### src/rtl/rgmii_tx_scheduler.sv
// -----------------------------------------------------------------------------
// rgmii_tx_scheduler
//
// Purpose: Arbitrates between two byte-stream requesters and frames the
// granted stream for a byte-wide RGMII transmit path. Each frame is sent as
// PRE_BYTES bytes of 0x55, one 0xD5 SFD byte, the payload, and then
// IFG_BYTES idle slots. A source underrun or a loss of link mid-frame ends
// the frame with a single TxEr slot. All sequential activity advances only
// on byte-slot strobes (ClkEn) so one netlist serves 10/100/1000 rates.
//
// Ports:
//   Clk                 single clock
//   Reset_n             synchronous, active-low reset (wins over ClkEn)
//   ClkEn               byte-slot strobe
//   LinkUp              PHY link status
//   Req[1:0]            per-requester frame-pending flag
//   Gnt[1:0]            one-hot grant, registered, held for the frame
//   SrcVld[1:0]         per-requester byte valid
//   SrcLast[1:0]        per-requester last byte of frame
//   SrcData0/SrcData1   requester byte data
//   SrcRd[1:0]          byte pop, combinational
//   TxEn, TxEr, TxData  registered byte-wide transmit outputs
//   Busy                high whenever the FSM is not in IDLE
//   FsmState[2:0]       current FSM state encoding (debug visibility)
// -----------------------------------------------------------------------------
module rgmii_tx_scheduler #(
    parameter int PRE_BYTES = 7,
    parameter int IFG_BYTES = 12
) (
    input  logic       Clk,
    input  logic       Reset_n,
    input  logic       ClkEn,
    input  logic       LinkUp,
    input  logic [1:0] Req,
    output logic [1:0] Gnt,
    input  logic [1:0] SrcVld,
    input  logic [1:0] SrcLast,
    input  logic [7:0] SrcData0,
    input  logic [7:0] SrcData1,
    output logic [1:0] SrcRd,
    output logic       TxEn,
    output logic       TxEr,
    output logic [7:0] TxData,
    output logic       Busy,
    output logic [2:0] FsmState
);

    typedef enum logic [2:0] {
        IDLE = 3'd0,
        PRE  = 3'd1,
        SFD  = 3'd2,
        DATA = 3'd3,
        IFG  = 3'd4
    } state_t;

    // One counter serves both the preamble and the inter-frame gap.
    localparam int CMAX = (PRE_BYTES > IFG_BYTES) ? PRE_BYTES : IFG_BYTES;
    localparam int CW   = (CMAX > 1) ? $clog2(CMAX) : 1;
    localparam logic [CW-1:0] PRE_LAST = CW'(PRE_BYTES - 1);
    localparam logic [CW-1:0] IFG_LAST = CW'(IFG_BYTES - 1);

    state_t        state;
    logic [CW-1:0] cnt;
    logic          rr_last;   // index of the requester granted most recently
    logic          sel;
    logic          vld_g;
    logic          last_g;
    logic [7:0]    data_g;
    logic [1:0]    pick;
    logic          in_frame;
    logic          abort;
    logic          accept;

    // Source handshake: a byte is transferred in a slot when SrcVld[g] and
    // SrcRd[g] are both high; SrcRd is only raised in DATA on a ClkEn cycle
    // with link up, so a source may change SrcVld/SrcLast/SrcData freely
    // while SrcRd is low and must advance to its next byte after each pop.
    always_comb begin
        sel      = Gnt[1];
        vld_g    = SrcVld[sel];
        last_g   = SrcLast[sel];
        data_g   = sel ? SrcData1 : SrcData0;
        in_frame = (state == PRE) || (state == SFD) || (state == DATA);
        // Link loss aborts anywhere inside a frame; a missing byte only
        // matters once payload transfer has begun.
        abort    = in_frame && (!LinkUp || ((state == DATA) && !vld_g));
        accept   = Reset_n && ClkEn && (state == DATA) && LinkUp && vld_g;
        SrcRd    = accept ? Gnt : 2'b00;
        // On a tie the requester that was not served last wins.
        if (Req == 2'b11) begin
            pick = rr_last ? 2'b01 : 2'b10;
        end else begin
            pick = Req;
        end
    end

    assign Busy     = (state != IDLE);
    assign FsmState = state;

    always_ff @(posedge Clk) begin
        if (!Reset_n) begin
            state   <= IDLE;
            cnt     <= '0;
            Gnt     <= 2'b00;
            rr_last <= 1'b1;
            TxEn    <= 1'b0;
            TxEr    <= 1'b0;
            TxData  <= 8'h00;
        end else if (ClkEn) begin
            if (abort) begin
                // One error slot, then the normal gap.
                TxEn   <= 1'b1;
                TxEr   <= 1'b1;
                TxData <= 8'h00;
                Gnt    <= 2'b00;
                cnt    <= '0;
                state  <= IFG;
            end else begin
                case (state)
                    IDLE: begin
                        TxEn   <= 1'b0;
                        TxEr   <= 1'b0;
                        TxData <= 8'h00;
                        if (LinkUp && (Req != 2'b00)) begin
                            Gnt     <= pick;
                            rr_last <= pick[1];
                            TxEn    <= 1'b1;
                            TxData  <= 8'h55;
                            if (PRE_BYTES == 1) begin
                                state <= SFD;
                                cnt   <= '0;
                            end else begin
                                state <= PRE;
                                cnt   <= CW'(1);
                            end
                        end
                    end
                    PRE: begin
                        // cnt holds the number of preamble bytes already loaded.
                        TxEn   <= 1'b1;
                        TxEr   <= 1'b0;
                        TxData <= 8'h55;
                        if (cnt == PRE_LAST) begin
                            state <= SFD;
                            cnt   <= '0;
                        end else begin
                            cnt <= cnt + 1'b1;
                        end
                    end
                    SFD: begin
                        TxEn   <= 1'b1;
                        TxEr   <= 1'b0;
                        TxData <= 8'hD5;
                        state  <= DATA;
                    end
                    DATA: begin
                        TxEn   <= 1'b1;
                        TxEr   <= 1'b0;
                        TxData <= data_g;
                        if (last_g) begin
                            Gnt   <= 2'b00;
                            cnt   <= '0;
                            state <= IFG;
                        end
                    end
                    IFG: begin
                        TxEn   <= 1'b0;
                        TxEr   <= 1'b0;
                        TxData <= 8'h00;
                        if (cnt == IFG_LAST) begin
                            state <= IDLE;
                            cnt   <= '0;
                        end else begin
                            cnt <= cnt + 1'b1;
                        end
                    end
                    default: begin
                        state <= IDLE;
                        Gnt   <= 2'b00;
                        cnt   <= '0;
                    end
                endcase
            end
        end
    end

endmodule

### config.mk
export PLATFORM = sky130hd
export DESIGN_NAME = rgmii_tx_scheduler
export DESIGN_NICKNAME = d
export VERILOG_FILES = /design/src/rtl/rgmii_tx_scheduler.sv
export SDC_FILE = /design/constraint.sdc
export NUM_CORES = 1
export LEC_CHECK = 0
export BUFFER_PORTS_ARGS = -buffer_cell sky130_fd_sc_hd__buf_2
export CORE_MARGIN = 2
export CORE_UTILIZATION = 52
export DETAILED_ROUTE_END_ITERATION = 8
export GPL_TIMING_DRIVEN = 0
export PLACE_DENSITY = 0.92
export SYNTH_ARGS = -nofsm -noshare
export SYNTH_HDL_FRONTEND = slang
export SYNTH_SLANG_ARGS = --single-unit
### constraint.sdc
create_clock -name Clk -period 4.18 [get_ports Clk]
set_clock_uncertainty 0.1 [all_clocks]
set_input_delay 0.209 -clock Clk [delete_from_list [all_inputs] [get_ports Clk]]
set_output_delay 0.209 -clock Clk [all_outputs]
set_load 0.1 [all_outputs]
==> results of run 1 <==
## layer usage
layer	routed length [um]	up-vias
met3	219	2
met4	23	0
met2	1500	45
met5	0	-
li1	-	621
met1	1310	578
## placed cells by master, fill, tap and decap left out, types with 2 or more instances in the layout
cell type / count
ha_1: 2
o211a_1: 2
dfxtp_1: 20
a21oi_1: 4
clkbuf_1: 6
nor3_1: 2
a21boi_0: 2
a211oi_1: 4
clkbuf_4: 3
nand3_1: 4
nor2_1: 5
nand3b_1: 3
inv_1: 6
or3_1: 4
buf_4: 2
and2_1: 4
a22oi_1: 2
buf_2: 44
nor2b_1: 9
mux2i_1: 9
nand2_1: 18
o21ai_0: 14
and3b_1: 2
## area by class of cell
cell class	instances	area, um^2
tap	28	35.0
timing repair buffer	42	210
clock buffer	4	36.3
buffer	10	47.5
inverter	6	22.5
sequential	20	400
fill	179	712
multi-input combinational	111	727
## logic make-up (layout without fill, tap and decap cells)
logic type / after synthesis / count (layout) / synth area share
AO/OA/AOI/OAI: 43 / 43 / 0.255
XOR/XNOR: 1 / 1 / 0.00732
adder cells (fa/ha/maj): 2 / 2 / 0.0209
buffers and inverters: 16 / 62 / 0.0585
flip-flops: 20 / 20 / 0.334
multiplexers: 9 / 9 / 0.0752
AND/OR/NAND/NOR: 56 / 56 / 0.249
## power groups by stage
stage / clock network, W / registers [W] / logic (W)
2_1_floorplan: 0 / 0.000317 / 0.000142
5_1_grt: 0.000122 / 0.000221 / 0.000315
3_5_place_dp: 0 / 0.000222 / 0.000294
3_3_place_gp: 0 / 0.000221 / 0.000286
6_report: 0.000109 / 0.000218 / 0.000296
4_1_cts: 0.000113 / 0.000218 / 0.000295
## worst max-delay path by stage
| stage | start | end | slack [ns] | cells past startpoint |
|---|---|---|---|---|
| after global routing | FsmState[0] | SrcRd[0] | 1.39 | 7 |
| after CTS | FsmState[0] | SrcRd[0] | 1.56 | 7 |
| final | FsmState[0] | SrcRd[1] | 1.56 | 7 |
| after floorplan | FsmState[0] | SrcRd[0] | 1.14 | 6 |
| after detailed placement | FsmState[0] | SrcRd[0] | 1.90 | 7 |
| after global placement | FsmState[0] | SrcRd[0] | 1.95 | 7 |
## stage by stage
| stage | hold WS, ns | util | cells | cell area [um^2] | total power, W |
|---|---|---|---|---|---|
| after global routing | 0.0852 | 0.675 | 221 | 1480 | 0.000657 |
| after CTS | 0.0852 | 0.675 | 221 | 1480 | 0.000625 |
| after detailed placement | 0.344 | 0.658 | 217 | 1440 | 0.000516 |
| after floorplan | 0.262 | - | 147 | 1200 | 0.000459 |
| after global placement | 0.331 | 0.658 | 217 | 1440 | 0.000507 |
| final | 0.0973 | 0.675 | 221 | 1480 | 0.000623 |
## sequential cells by signal (all words and copies together) (netlist names)
signal / cells
TxEr: 1
TxEn: 1
FsmState: 3
cnt: 4
rr_last: 1
Gnt: 2
TxData: 8
## tightest hold or removal path: stages
cell     delay [ns]
buf_2          0.12
nand4_1        0.07
mux2i_1        0.06
==> run_results.csv, run 1 <==
group,metric,value,unit
pwr,ir_drop,0.395,mV
timing,hold_viol,0,
layout,synthToLayoutAreaGrowth,23.5,%
worst_setup_path,criticalPathCategory,"flip-flop to primary output",
layout,drive_gt1_frac,0.280,
cts,cts.sinks,20,
die,ios,44,
logic_synthesis,async_reset_ff_frac,0,
timing,slew_headroom,0.666,
timing,setup_tns,0,ns
pwr,internal_power,0.000335,W
pwr,seq_power_share,0.349,
worst_setup_path,critPathRequiredTime,3.87,ns
pwr,power.share.clock,0.175,
route,num_vias,1246,
worst_setup_path,rr_worst_depth,6,
global_route,grt_antenna_before_repair,0,
die,fp.dieH,52.0,um
worst_setup_path,worstPathCellList,"buf_4, inv_1, or3_1, clkbuf_1, nor3_1, and2_1, buf_2",
place,gp_congestion,0.820,
hold_path,hold_end,"Gnt[1]",
die,row_count,17,
timing,post-route-min-period,2.62,ns
global_route,grt_pass1_vias,1171,
logic_synthesis,syn-cell-area,1200,um^2
worst_setup_path,r2r_slack,2.15,ns
worst_setup_path,arrival,2.31,ns
place,dp_hpwl,2340,um
timing,min_period_over_period,0.626,
layout,antenna_cells,0,
logic_synthesis,synth-edff-count,0,
die,start_util,0.547,
worst_setup_path,cp_slowest_stage_delay,0.42,ns
global_route,grt_max_degree,12,
pwr,powerDensity,421,nW/um^2
place,preCtsSetupSlack,1.90,ns
job,maxCapViolCount,0,
global_route,grt_pass1_wl,4740,um
cts,ctsHtreeMaxLevel,1,
logic_synthesis,ys_warn_count,0,
die,die_w,52.0,um
cts,cts_buffers,3,
route,drcViolationCount,0,
route,wl,3050,um
logic_synthesis,synth_commonest_cells,"20 x dfxtp_1, 18 x nand2_1, 14 x o21ai_0",
cts,cts_root_buf,"clkbuf_4",
global_route,grt_usage,0.229,
logic_synthesis,avgSynthCellArea,8.15,um^2
pwr,switching_share,0.463,
logic_synthesis,synthTopCellsByArea,"dfxtp_1 33%, mux2i_1 7.5%, o21ai_0 5.9%, nand2_1 5.6%, nor2b_1 4.7%",
worst_setup_path,r2r-end,"rr_last",
logic_synthesis,seq_area_frac_synth,0.334,
route,ant_nets,0,
cts,clk_latency,0.30,ns
die,coreArea,2190,um^2
hold_path,hold_depth,3,
die,dieArea,2700,um^2
cts,hold_buffers,0,
place,place.port_buffers,42,
worst_setup_path,worstPathMaxFanout,10,
route,vias_per_cell,5.64,
hold_path,hold_class,"input port to flip-flop",
timing,fmax,382,MHz
cts,clk_pin_slew_worst_paths,0.11,ns
timing,worst_pin_slew,0.501,ns
cts,cts_setup_buffers,0,
worst_setup_path,worst-path-buf-inv,4,
cts,cts_tree,"built",
layout,final_nets,222,
global_route,met1_usage,0.253,
logic_synthesis,ys_types,43,
route,drtIter0Drc,31,
global_route,grtUsageMet3,0.0402,
timing,finalSetupViolCount,0,
worst_setup_path,crit_family,"buffers and inverters",
route,drt-pass1-iter-count,4,
pwr,p_comb_frac,0.475,
timing,worst_slack,1.56,ns
worst_setup_path,r2r_start,"Gnt[1]",
timing,rsz0062_at_grt,"false",
logic_synthesis,yosysMostFrequentCell,"dfxtp_1",
cts,clockBufferDepth,2,
status,status,"finished, final reports clean",
route,wire_per_inst,13.8,um
hold_path,hp-start,"Req[1]",
worst_setup_path,cp-end-kind,"primary output",
pwr,total_leakage_power,0.676,nW
global_route,gr-total-overflow,0,
global_route,top_usage_layer,"met2",
worst_setup_path,start_kind,"flip-flop",
logic_synthesis,syn_nets,175,
logic_synthesis,synth-main-ff-cell,"dfxtp_1",
worst_setup_path,slowest_stage,"buf_2",
logic_synthesis,synth_top_cell_by_area,"dfxtp_1",
cts,cts_resized,0,
timing,drv_slew,0,
logic_synthesis,ys_seq_elements,20,
global_route,grtUsageMet2,0.430,
logic_synthesis,synthCells,147,
pwr,p_sw,0.000289,W
logic_synthesis,synth_top_cell_area_share,0.334,
Note: power is estimated with default switching activity, not from simulation.
==> inputs of run 2 (changes only) <==
--- a/config.mk
+++ b/config.mk
@@ -5,12 +5,13 @@
 export SDC_FILE = /design/constraint.sdc
 export NUM_CORES = 1
 export LEC_CHECK = 0
+export ABC_AREA = 1
 export BUFFER_PORTS_ARGS = -buffer_cell sky130_fd_sc_hd__buf_2
 export CORE_MARGIN = 2
-export CORE_UTILIZATION = 52
+export CORE_UTILIZATION = 44
 export DETAILED_ROUTE_END_ITERATION = 8
 export GPL_TIMING_DRIVEN = 0
-export PLACE_DENSITY = 0.92
+export PLACE_DENSITY = 0.83
 export SYNTH_ARGS = -nofsm -noshare
 export SYNTH_HDL_FRONTEND = slang
 export SYNTH_SLANG_ARGS = --single-unit
==> constraint.sdc (replaced) <==
create_clock -name Clk -period 2.2 [get_ports Clk]
set_clock_uncertainty 0.1 [all_clocks]
set_input_delay 0.11 -clock Clk [delete_from_list [all_inputs] [get_ports Clk]]
set_output_delay 0.11 -clock Clk [all_outputs]
set_load 0.1 [all_outputs]
==> run_results.csv, run 2 <==
group,metric,value,unit
status,status,"finished, final reports clean",
timing,slew_headroom,0.674,
logic_synthesis,synth-main-ff-cell,"dfxtp_1",
layout,final_cell_mix,"56 x nand2_1, 43 x buf_2, 31 x nor2_1",
worst_setup_path,critPathLaunch,"Gnt[1]",
cts,cts_tree,"built",
worst_setup_path,worst-path-buf-inv,2,
logic_synthesis,synthTopCellsByArea,"dfxtp_1 32%, nand2_1 17%, nor2_1 10%, inv_1 7.4%, nand3_1 5.1%",
die,fp.dieH,57.6,um
pwr,switching_share,0.609,
cts,clockBufferDepth,2,
pwr,power.total,0.00272,W
global_route,grt_pass1_vias,1346,
layout,layout_commonest_cell,"nand2_1",
logic_synthesis,ys_seq_elements,20,
timing,drv_slew,0,
worst_setup_path,r2r-end,"Gnt[1]",
route,drcViolationCount,0,
timing,finalSetupViolCount,0,
layout,final_util,0.621,
cts,cts.sinks,20,
global_route,grt_usage,0.203,
pwr,total_leakage_power,0.919,nW
worst_setup_path,r2r_slack,0.40,ns
worst_setup_path,start_kind,"flip-flop",
die,dieArea,3320,um^2
route,wire_per_inst,11.5,um
worst_setup_path,cp-end-kind,"primary output",
logic_synthesis,synth_commonest_cells,"57 x nand2_1, 34 x nor2_1, 25 x inv_1",
layout,largest_reg_flops,8,
logic_synthesis,async_reset_ff_frac,0,
place,place.port_buffers,43,
place,gp_congestion,0.935,
global_route,grt_pass1_wl,5340,um
global_route,gr-total-overflow,0,
die,start_util,0.463,
worst_setup_path,worstPathMaxFanout,10,
route,vias_per_cell,4.97,
global_route,grt_antenna_before_repair,0,
cts,cts_buffers,3,
layout,regMostFlops,"TxData",
pwr,power.share.clock,0.097,
worst_setup_path,r2r_start,"Gnt[1]",
timing,fmax,487,MHz
place,dp_hpwl,2410,um
logic_synthesis,synth-edff-count,0,
logic_synthesis,avgSynthCellArea,6.27,um^2
worst_setup_path,cpMostUsedCell,"nand2_1",
worst_setup_path,critPathRequiredTime,1.99,ns
route,dr_wl_met2,1680,um
cts,clk_pin_slew_worst_paths,0.12,ns
die,die_w,57.6,um
route,drtIter0Drc,69,
route,drt-pass1-iter-count,4,
worst_setup_path,crit_cells,11,
logic_synthesis,seq_area_frac_synth,0.316,
layout,synthToLayoutAreaGrowth,34.0,%
die,ios,44,
timing,hold_viol,0,
die,coreArea,2730,um^2
worst_setup_path,cp_slowest_stage_delay,0.37,ns
die,row_count,19,
route,ant_nets,0,
logic_synthesis,ys_warn_count,0,
logic_synthesis,ys_types,24,
hold_path,hold_class,"input port to flip-flop",
logic_synthesis,yosysMostFrequentCell,"nand2_1",
cts,clk_latency,0.31,ns
layout,final_nets,286,
route,wl_met3,191,um
route,num_vias,1432,
worst_setup_path,crit_end,"SrcRd[1]",
layout,antenna_cells,0,
pwr,seq_power_share,0.212,
timing,post-route-min-period,2.05,ns
pwr,powerDensity,1600,nW/um^2
cts,ctsHtreeMaxLevel,1,
logic_synthesis,synth_top_cell_area_share,0.316,
timing,worst_pin_slew,0.492,ns
pwr,p_sw,0.00165,W
place,placed_cell_area,1540,um^2
worst_setup_path,criticalPathCategory,"flip-flop to primary output",
layout,design_area,1700,um^2
route,routed.top_layer,"met4",
job,maxCapViolCount,0,
route,wl,3310,um
route,drt-met1-wl,1400,um
pwr,p_comb_frac,0.691,
logic_synthesis,synthCells,202,
logic_synthesis,syn_nets,230,
logic_synthesis,syn-cell-area,1270,um^2
global_route,grt_max_degree,13,
worst_setup_path,arrival,1.84,ns
pwr,internal_power,0.00106,W
worst_setup_path,crit_family,"simple AND/OR/NAND/NOR gates",
cts,cts_root_buf,"clkbuf_4",
worst_setup_path,rr_worst_depth,13,
timing,min_period_over_period,0.934,
pwr,ir_drop,1.12,mV
worst_setup_path,worstPathCellList,"buf_6, nand2_1, nand2_1, nand2_1, nand2_2, nand2_4, nand2_1, nor2_2, nand2_2, nor2_4, buf_12",
logic_synthesis,synth_top_cell_by_area,"dfxtp_1",
layout,drive_gt1_frac,0.311,
worst_setup_path,slowest_stage,"dfxtp_4",
[run 2: kinds of logic after synthesis]
logic type,after synthesis,share of synthesized area
mux,2,0.0158
compound gates,22,0.104
fa+ha+maj,2,0.0198
buf+inv,33,0.103
simple gates,123,0.442
flops,20,0.316
[run 2: final cells by class]
class | count | area (um^2)
multi-input combinational | 149 | 756
inverter | 30 | 113
fill | 250 | 1040
timing repair buffer | 51 | 313
buffer | 3 | 21.3
tap | 31 | 38.8
clock buffer | 4 | 47.5
sequential | 20 | 408
[run 2: routing by layer]
| layer | track usage | vias up |
|---|---|---|
| met3 | 0.0580 | 7 |
| li1 | - | 753 |
| met2 | 0.373 | 38 |
| met1 | 0.229 | 634 |
| met4 | 0.0498 | 0 |
| met5 | 0 | - |
[run 2: worst min-delay path by stage]
stage | startpoint | end | slack [ns] | cells after the start
global placement | SrcData1[3] | TxData[3] | 0.25 | 3
floorplan | SrcData1[3] | TxData[3] | 0.15 | 2
detailed placement | SrcData1[3] | TxData[3] | 0.26 | 3
global route | SrcData1[1] | TxData[1] | 0.02 | 3
CTS | SrcData0[1] | TxData[1] | 0.007 | 3
finish | SrcData1[1] | TxData[1] | 0.01 | 3
[run 2: repair_timing]
item                                   4_1_cts  5_1_grt
gates resized for setup                      5        7
pin swaps                                    0        4
endpoints found under the hold margin        2        0
setup buffers                                0        5
setup endpoints to repair                    2        2
hold buffers                                 3        0
[run 2: metrics by stage]
stage          setup WS (ns)  TNS (ns)  hold slack (ns)  cells
6_report               0.145         0           0.0146    288
5_1_grt             -0.00585  -0.00618           0.0162    288
4_1_cts             0.000587         0          0.00700    283
3_5_place_dp           0.136         0            0.261    276
3_3_place_gp           0.147         0            0.246    276
2_1_floorplan        0.00134         0            0.149    202
[run 2: power groups by stage]
stage	clock (W)	sequential (W)	combinational, W
2_1_floorplan	0	0.00117	0.000923
6_report	0.000263	0.000575	0.00188
3_3_place_gp	0	0.000578	0.00178
4_1_cts	0.000271	0.000573	0.00182
5_1_grt	0.000294	0.000593	0.00202
3_5_place_dp	0	0.000581	0.00180
[run 2: tightest hold or removal path: stages]
cell	delay, ns
buf_2	0.08
mux2i_1	0.07
o21ai_1	0.14
==> inputs of run 3 (changes only) <==
--- a/config.mk
+++ b/config.mk
@@ -6,12 +6,12 @@
 export NUM_CORES = 1
 export LEC_CHECK = 0
 export ABC_AREA = 1
-export BUFFER_PORTS_ARGS = -buffer_cell sky130_fd_sc_hd__buf_2
 export CORE_MARGIN = 2
-export CORE_UTILIZATION = 44
+export CORE_UTILIZATION = 55
 export DETAILED_ROUTE_END_ITERATION = 8
+export DONT_BUFFER_PORTS = 1
 export GPL_TIMING_DRIVEN = 0
-export PLACE_DENSITY = 0.83
+export PLACE_DENSITY = 0.73
 export SYNTH_ARGS = -nofsm -noshare
 export SYNTH_HDL_FRONTEND = slang
 export SYNTH_SLANG_ARGS = --single-unit
==> run_results.csv, run 3 (same netlist as run 2, synthesis figures left out) <==
group,metric,value,unit
status,status,"finished with violations",
status,violations,"hold timing, setup timing",
pwr,ir_drop,1.76,mV
pwr,power.total,0.00286,W
worst_setup_path,critPathRequiredTime,1.99,ns
pwr,p_comb_frac,0.462,
pwr,internal_power,0.00112,W
route,wire_per_inst,14.8,um
timing,post-route-min-period,2.26,ns
die,start_util,0.578,
die,fp.dieH,52.0,um
pwr,p_sw,0.00173,W
layout,regMostFlops,"TxData",
cts,clockBufferDepth,2,
hold_path,hold_end,"TxData[4]",
timing,hold_viol,7,
worst_setup_path,rr_worst_depth,3,
worst_setup_path,start_kind,"flip-flop",
global_route,grt_antenna_before_repair,0,
cts,clk_latency,0.32,ns
layout,largest_reg_flops,8,
place,dp_hpwl,2320,um
die,ios,44,
die,coreArea,2190,um^2
layout,antenna_cells,0,
layout,layout_commonest_cell,"nand2_1",
worst_setup_path,slowest_stage,"dfxtp_4",
layout,final_nets,262,
timing,finalSetupViolCount,2,
worst_setup_path,r2r_slack,0.04,ns
timing,hold_ws,-0.0631,ns
hold_path,hp-start,"Reset_n",
route,num_vias,1456,
global_route,grt_usage,0.307,
route,drt-pass1-iter-count,4,
timing,min_period_over_period,1.03,
layout,synthToLayoutAreaGrowth,34.8,%
cts,cts_root_buf,"clkbuf_4",
die,dieArea,2700,um^2
timing,rsz0062_at_grt,"true",
worst_setup_path,arrival,2.05,ns
cts,ctsHtreeMaxLevel,1,
pwr,switching_share,0.606,
layout,seqCellArea,417,um^2
place,gp_congestion,0.852,
timing,drv_slew,0,
die,row_count,17,
global_route,grt_pass1_vias,1406,
pwr,total_leakage_power,0.835,nW
timing,slew_headroom,0.347,
worst_setup_path,cp_slowest_stage_delay,0.60,ns
hold_path,hold_class,"input port to flip-flop",
worst_setup_path,worstPathMaxFanout,3,
job,maxCapViolCount,0,
global_route,grt_max_degree,13,
global_route,grt_pass1_wl,6190,um
worst_setup_path,critPathLaunch,"Gnt[1]",
timing,fmax,443,MHz
route,drtIter0Drc,51,
timing,setup_tns,-0.105,ns
worst_setup_path,r2r-end,"TxEn",
layout,nFillCells,167,
pwr,power.share.clock,0.111,
worst_setup_path,cpMostUsedCell,"nand2_4",
worst_setup_path,cp-end-kind,"primary output",
layout,final_cell_mix,"50 x nand2_1, 30 x nor2_1, 23 x inv_1",
route,vias_per_cell,5.58,
pwr,seq_power_share,0.427,
cts,cts_buffers,3,
place,place.port_buffers,0,
timing,worst_pin_slew,0.978,ns
place,placed_cell_area,1320,um^2
cts,cts_tree,"built",
route,drcViolationCount,0,
layout,design_area,1710,um^2
worst_setup_path,r2r_start,"TxEn",
cts,cts.sinks,20,
layout,multi_input_area,807,um^2
die,die_w,52.0,um
route,wl,3860,um
cts,clk_pin_slew_worst_paths,0.13,ns
layout,drive_gt1_frac,0.223,
global_route,gr-total-overflow,0,
hold_path,hold_depth,2,
timing,worst_slack,-0.0592,ns
worst_setup_path,criticalPathCategory,"flip-flop to primary output",
worst_setup_path,worstPathCellList,"inv_8, nand2_4, nand2_2, nand2_2, nand2_2, nand2_4, nand2_4, nor2_4, nand2_4, nor2_4",
pwr,powerDensity,1670,nW/um^2
route,ant_nets,0,
run 3: cell count changes in the layout (fill, tap and decap cells not counted), moves of 3 or more:
cell | before | now
buf_2 | 43 | 2
dlygate4sd3_1 | 3 | 17
nand2_1 | 56 | 50
buf_4 | 5 | 10
nand2_4 | 2 | 6
dfxtp_4 | 1 | 4
run 3: area by class of cell:
cell class / instances / share of cell area
Multi-Input combinational cell: 149 / 0.473
Timing Repair Buffer: 27 / 0.144
Buffer: 3 / 0.0147
Tap cell: 28 / 0.0205
Clock buffer: 3 / 0.0132
Sequential cell: 20 / 0.244
Clock inverter: 1 / 0.0176
Inverter: 30 / 0.0733
run 3: worst max-delay path: cells and delay by family (launching register included):
family        cells  cell delay [ns]
simple gates      9             1.06
buf+inv           1             0.05
flops             1             0.60
run 3: worst max path at each step:
| stage | to | depth (start not counted) |
|---|---|---|
| floorplan | SrcRd[1] | 8 |
| global placement | SrcRd[1] | 8 |
| detailed placement | SrcRd[1] | 8 |
| CTS | SrcRd[1] | 10 |
| global route | SrcRd[1] | 10 |
| finish | SrcRd[1] | 10 |
run 3: routing by layer:
layer / track usage / vias to the layer above / wire [um]
met1: 0.340 / 681 / 1450
met5: 0 / - / 0
met2: 0.563 / 59 / 2130
li1: - / 708 / -
met4: 0.0965 / 0 / 55
met3: 0.0776 / 8 / 233
run 3: power by group through the flow:
stage	combinational [W]	sequential (W)	clock (W)
5_1_grt	0.00146	0.00124	0.000337
3_3_place_gp	0.00105	0.00119	0
6_report	0.00132	0.00122	0.000317
4_1_cts	0.00123	0.00122	0.000313
2_1_floorplan	0.000923	0.00117	0
3_5_place_dp	0.00108	0.00119	0
run 3: timing repair:
item / CTS / global route
setup buffers: 7 / 3
endpoints found under the setup margin: 6 / 2
hold buffers: 16 / 1
pin swaps: 8 / 5
endpoints found under the hold margin: 14 / 7
resized for setup: 22 / 7
run 3: per-stage QoR:
step	hold slack, ns	setup WS (ns)	util	instances
3_5_place_dp	0.157	-0.194	0.604	230
2_1_floorplan	0.149	0.00134	-	202
3_3_place_gp	0.154	-0.146	0.604	230
4_1_cts	-0.0508	-0.0622	0.752	257
6_report	-0.0631	-0.0592	0.779	261
5_1_grt	-0.0422	-0.132	0.779	261
